[config.mk]
export PLATFORM = sky130hd
export DESIGN_NAME = id_issue_buf
export DESIGN_NICKNAME = d
export VERILOG_FILES = /design/src/rtl/id_issue_buf_pkg.sv /design/src/rtl/id_issue_buf_ptr.sv /design/src/rtl/id_issue_buf.sv
export SDC_FILE = /design/constraint.sdc
export NUM_CORES = 1
export LEC_CHECK = 0
export CAP_MARGIN = 20
export CORE_UTILIZATION = 54
export CTS_CLUSTER_DIAMETER = 50
export DETAILED_ROUTE_END_ITERATION = 8
export PLACE_DENSITY = 0.87
export SETUP_SLACK_MARGIN = 0.4
export SLEW_MARGIN = 30
export SYNTH_ARGS = -nofsm -noshare
export SYNTH_HDL_FRONTEND = slang
export SYNTH_SLANG_ARGS = --single-unit
export TNS_END_PERCENT = 30
[constraint.sdc]
create_clock -name clk -period 5.55 [get_ports clk]
set_input_delay 0.8325 -clock clk [delete_from_list [all_inputs] [get_ports clk]]
set_output_delay 0.8325 -clock clk [all_outputs]
set_load 0.05 [all_outputs]
[src/rtl/id_issue_buf_pkg.sv]
// id_issue_buf_pkg: shared sizing constants and helpers for the decode-to-issue buffer.
package id_issue_buf_pkg;

    // Core-level defaults for the decode-to-issue buffer instantiation.
    localparam int unsigned IdBufDepth    = 2;
    localparam int unsigned IdMaxCtrlFlow = 1;

    // Pointer width for a modulo-depth pointer; a single-entry buffer still needs one bit.
    function automatic int unsigned ptr_width(input int unsigned depth);
        return (depth > 1) ? $clog2(depth) : 1;
    endfunction

endpackage

[src/rtl/id_issue_buf_ptr.sv]
// id_issue_buf_ptr: modulo-Depth wrapping pointer with increment and synchronous clear.
module id_issue_buf_ptr
    import id_issue_buf_pkg::*;
#(
    parameter int unsigned Depth = 2,
    parameter int unsigned PtrW  = ptr_width(Depth)
) (
    input  logic            clk,
    input  logic            rst_n,
    input  logic            clr_i,
    input  logic            inc_i,
    output logic [PtrW-1:0] ptr_o
);

    logic [PtrW-1:0] ptr_q, ptr_d;

    // Explicit wrap at Depth-1 so non-power-of-two depths work.
    always_comb begin
        ptr_d = clr_i ? '0 :
                inc_i ? ((ptr_q == PtrW'(Depth - 1)) ? '0 : ptr_q + 1'b1) :
                ptr_q;
    end

    // Pointer register.
    always_ff @(posedge clk or negedge rst_n) begin
        if (!rst_n) ptr_q <= '0;
        else        ptr_q <= ptr_d;
    end

    assign ptr_o = ptr_q;

endmodule

[src/rtl/id_issue_buf.sv]
// id_issue_buf: in-order decode-to-issue buffer with control-flow throttling and atomic flush.
// Optional same-cycle bypass when empty is enabled by defining ID_BYPASS_EN.
module id_issue_buf
    import id_issue_buf_pkg::*;
#(
    parameter int unsigned DataWidth   = 128,
    parameter int unsigned Depth       = IdBufDepth,
    parameter int unsigned MaxCtrlFlow = IdMaxCtrlFlow,
    parameter int unsigned CountW      = $clog2(Depth + 1),
    parameter int unsigned CfW         = $clog2(MaxCtrlFlow + 1)
) (
    input  logic                 clk,
    input  logic                 rst_n,
    input  logic                 flush_i,
    input  logic [DataWidth-1:0] in_data_i,
    input  logic                 in_ctrl_flow_i,
    input  logic                 in_valid_i,
    output logic                 in_ready_o,
    output logic [DataWidth-1:0] out_data_o,
    output logic                 out_ctrl_flow_o,
    output logic                 out_valid_o,
    input  logic                 out_ack_i,
    output logic [CountW-1:0]    count_o,
    output logic [CfW-1:0]       cf_count_o
);

    localparam int unsigned PtrW = ptr_width(Depth);

    logic [DataWidth-1:0] mem_q [Depth];
    logic [Depth-1:0]     cf_q;
    logic [CountW-1:0]    count_q, count_d;
    logic [CfW-1:0]       cf_count_q, cf_count_d;
    logic [PtrW-1:0]      rd_ptr, wr_ptr;
    logic                 byp, pop, push, wr, rd, cf_block;

`ifdef ID_BYPASS_EN
    assign byp = (count_q == '0) && in_valid_i && !flush_i;
`else
    assign byp = 1'b0;
`endif

    // Handshakes and head selection; a bypassed-and-acked entry never touches storage.
    always_comb begin
        out_valid_o     = !flush_i && ((count_q != '0) || byp);
        out_data_o      = byp ? in_data_i : mem_q[rd_ptr];
        out_ctrl_flow_o = byp ? in_ctrl_flow_i : cf_q[rd_ptr];
        pop             = out_ack_i && out_valid_o;
        cf_block        = in_ctrl_flow_i && (cf_count_q == CfW'(MaxCtrlFlow)) && !(pop && out_ctrl_flow_o);
        in_ready_o      = !flush_i && ((count_q < CountW'(Depth)) || pop) && !cf_block;
        push            = in_valid_i && in_ready_o;
        wr              = push && !(byp && pop);
        rd              = pop && !byp;
        count_d         = flush_i ? '0 : count_q + CountW'(wr) - CountW'(rd);
        cf_count_d      = flush_i ? '0 : cf_count_q + CfW'(wr && in_ctrl_flow_i) - CfW'(rd && out_ctrl_flow_o);
    end

    // Occupancy and control-flow counters.
    always_ff @(posedge clk or negedge rst_n) begin
        if (!rst_n) begin
            count_q    <= '0;
            cf_count_q <= '0;
        end else begin
            count_q    <= count_d;
            cf_count_q <= cf_count_d;
        end
    end

    // Entry storage, cleared on reset so the idle head reads as zero.
    always_ff @(posedge clk or negedge rst_n) begin
        if (!rst_n) begin
            mem_q <= '{default: '0};
            cf_q  <= '0;
        end else if (wr) begin
            mem_q[wr_ptr] <= in_data_i;
            cf_q[wr_ptr]  <= in_ctrl_flow_i;
        end
    end

    id_issue_buf_ptr #(.Depth(Depth)) u_rd_ptr (
        .clk   (clk),
        .rst_n (rst_n),
        .clr_i (flush_i),
        .inc_i (rd),
        .ptr_o (rd_ptr)
    );

    id_issue_buf_ptr #(.Depth(Depth)) u_wr_ptr (
        .clk   (clk),
        .rst_n (rst_n),
        .clr_i (flush_i),
        .inc_i (wr),
        .ptr_o (wr_ptr)
    );

    assign count_o    = count_q;
    assign cf_count_o = cf_count_q;

`ifndef SYNTHESIS
    // Simulation-only check: the issue stage must not ack an empty head (flush hides valid).
    ack_without_valid: assert property (@(posedge clk) disable iff (!rst_n)
        !(out_ack_i && !out_valid_o && !flush_i))
        else $error("out_ack_i asserted without out_valid_o");
`endif

endmodule

==> summary.md <==
| Metric | Value |
|---|---|
| Status | `finished, final reports clean` |
| GRT overflow | `0` |
| R2R depth | `5` |
| Post-route cell area | `15300 um2` |
| Root buf cell | `clkbuf_16` |
| TritonCTS clock tree | `done` |
| Starting DRC count in detailed routing | `219` |
| XOR/XNOR share of the synthesized area | `0.230%` |
| Max Fclk | `around 260 MHz` |
| Sequential area share after synthesis | `57.7%` |
| Final period util | `~69%` |
| Synth Area in Simple Gates | `0.789%` |
| Critical Path RT | `4720 ps` |
| Clock Latency Late Sink | `530 ps` |
| Synth cell count leaders | `285 x mux2_2, 263 x dfrtp_1, 100 x mux2_1, 24 x buf_4, 12 x clkbuf_1` |
| Total power | `8.63 mW` |
| Die X | `between 100 and 150 um` |
| CTS clk-pin slew, worst paths | `60 ps` |
| Mean post-synth cell area | `around 16 um2` |
| Crit-path max FO | `39` |
| Gpl congestion | `roughly 0.79` |
| Min-Delay Path Class | `in2async` |
| Area leader, netlist | `dfrtp_1` |
| DRC viols | `0` |
| Largest net degree at the start of global routing | `114` |
| Clock Path Buffers | `3` |
| Setup Skew | `13.4 ps` |
| Initial antenna violation count | `0` |
| Starting Density | `55.7%` |
| Most frequent cell after synthesis | `mux2_2` |
| Synthesized flop and latch total | `263` |
| Most common flop cell mapped by yosys | `dfrtp_1` |
| Post-DP HPWL | `~16000 um` |
| Hold WS | `279 ps` |
| Worst-Margin Slew | `about 940 ps` |
| Placed cell areas | `between 10000 and 15000 um2` |
| Die Outline Area | `21700 um2` |
| Dpl ws | `1810 ps` |
| Sum Neg Setup Slack | `0 ps` |
| Setup-failing EPs final | `0` |
| Non-filler cells, final | `1282` |
| R2R setup slack | `about 2800 ps` |
| Slew Limit Fails | `0` |
| Leak | `around 6.3 nW` |
| Netlist cell types | `28` |
| Layout fillers | `about 1300` |
| CP endpoint kind | `primary output` |
| Proportion of layout cells with a drive suffix above 1 | `35.1%` |
| Mapped Cells | `723` |
| Synth top area cells | `dfrtp_1 58%, mux2_2 28%, mux2_1 9.9%, buf_4 1.6%, clkbuf_1 0.39%` |
| Critical Path Max Stage Delay | `just over 800 ps` |
| EDFF count, synth | `0` |
| Row cnt | `52` |
| Worst endpoint data arrival time | `~3000 ps` |
| DR WL/cell | `roughly 19 um` |
| # Max-Cap Violations | `0` |
| I/O pins | `around 270` |
| Hold Vio Cnt, Final | `0` |
| Unrepaired setup endpoints after global routing | `no` |
| Core Util, Final | `74.8%` |
| First-pass GRT wire length | `39700 um` |
| CP Cell Sequence | `buf_4 > mux2_2 > clkdlybuf4s50_1` |
| # nets final | `around 1100` |
| Post-Syn Area | `11400 um2` |
| Compound-Gate Fraction of Synth Area | `0.724%` |
| TritonCTS sink count | `around 260` |
| Worst VDD drop | `0.382 mV` |
| Pwr dens | `563 nW/um2` |
| CP Launch Type | `flop` |
| Post-Place Cells | `1227` |
| Ant. Diodes | `0` |
| Post-CTS sizing | `0` |
| DR vias | `6828` |
| Slew margin rel. | `37.3%` |
| Antenna-violating nets left | `0` |
| Main combinational cell family by area after synthesis | `multiplexers` |
| Worst R2R End | `mem_q[168]` |
| Minimum clock period | `approximately 3800 ps` |
| H-tree levels | `1` |
| Core Box Area | `20500 um2` |
| Synth Area in Adders | `0.219%` |
| Layout area overhead | `34.3%` |
| Post-CTS setup buffer count | `0` |
| Yosys top cell area share | `between 50 and 60%` |
| Post-synth ARST share | `between 90% and 100%` |
| Critical path's slowest cell | `dfrtp_4` |
| CTS Hold Bufs | `0` |
| Worst Slack Setup Final | `~1700 ps` |
| RR Startpoint | `u_rd_ptr.ptr_o` |
| CTS Buf Count | `30` |
| Mux contribution to synthesized area | `38.1%` |
| Syn Nets | `~860` |
| Die H | `roughly 150 um` |
| Final wirelength | `24300 um` |
| WS Path Type | `reg2out` |
| Gr usage total | `a little under a quarter` |
| Vias in the first global route | `7568` |
| Router iterations before antenna repair | `4` |
| Vias per cell | `5.33` |
| Yosys warning total | `0` |
| Port Buffers | `around 270` |
==> worst max path at each step <==
stage,start,to,slack (ps)
2_1_floorplan,flush_i,in_ready_o,2400
3_3_place_gp,flush_i,in_ready_o,1840
3_5_place_dp,flush_i,in_ready_o,1810
4_1_cts,u_rd_ptr.ptr_o,out_data_o[50],1660
5_1_grt,u_rd_ptr.ptr_o,out_data_o[50],1590
6_report,u_rd_ptr.ptr_o,out_data_o[44],1720
==> cell type report <==
type | count | area [um2] | share of cell area, %
timing repair buffer | 276 | 2800 | 18.2
inverter | 1 | 3.75 | 0.0245
tap | 270 | 338 | 2.20
clock buffer | 39 | 866 | 5.65
clock inverter | 16 | 154 | 1.00
sequential | 263 | 6590 | 43.0
multi-input combinational | 417 | 4590 | 29.9
==> flip-flops by register name (all words and copies together) (netlist names) <==
name	count
cf_count_o	1
cf_q	2
count_o	2
mem_q	256
u_rd_ptr.ptr_o	1
u_wr_ptr.ptr_o	1
==> layout by cell type, fill, tap and decap left out, types with 2 or more instances in the layout <==
cell type,instances
a211oi_1,2
a21oi_1,2
buf_12,4
buf_4,5
bufinv_16,2
clkbuf_1,2
clkbuf_16,31
clkbuf_8,6
clkdlybuf4s50_1,266
clkinv_2,6
clkinvlp_4,5
dfrtp_1,262
ha_1,2
inv_6,3
mux2_1,100
mux2_2,285
nand2_1,3
nand3_1,3
nor2_1,2
nor2b_1,3
xor2_1,2
==> kinds of logic (layout without fill, tap and decap cells) <==
| logic type | after synthesis | after routing |
|---|---|---|
| AOI/OAI and AO/OA | 9 | 9 |
| buffers and inverters | 43 | 332 |
| and+or+nand+nor | 17 | 17 |
| muxes | 386 | 386 |
| adders and majority gates | 2 | 2 |
| DFF | 263 | 263 |
| xor gates and xnor gates | 3 | 3 |
==> power by group <==
group	internal [mW]	switching (mW)	total, mW	leakage, nW
Clock	1.19	0.781	1.98	0.494
Combinational	1.57	2.08	3.65	2.68
Sequential	2.64	0.365	3.01	3.12
==> routing by layer <==
metal	up-vias	GRT usage (%)	wire length, um
met1	3444	29.1	10200
met2	214	37.4	11600
met4	0	5.10	401
met5	-	0	0
met3	28	7.87	2100
li1	3142	-	-
==> worst max-delay path, delay by kind of cell, from the launching register on <==
kind / cells / cell delay, ps
buffers and inverters: 2 / 1240
flip-flops: 1 / 810
multiplexers: 1 / 390
No activity file was read; power rests on OpenSTA's default activity.
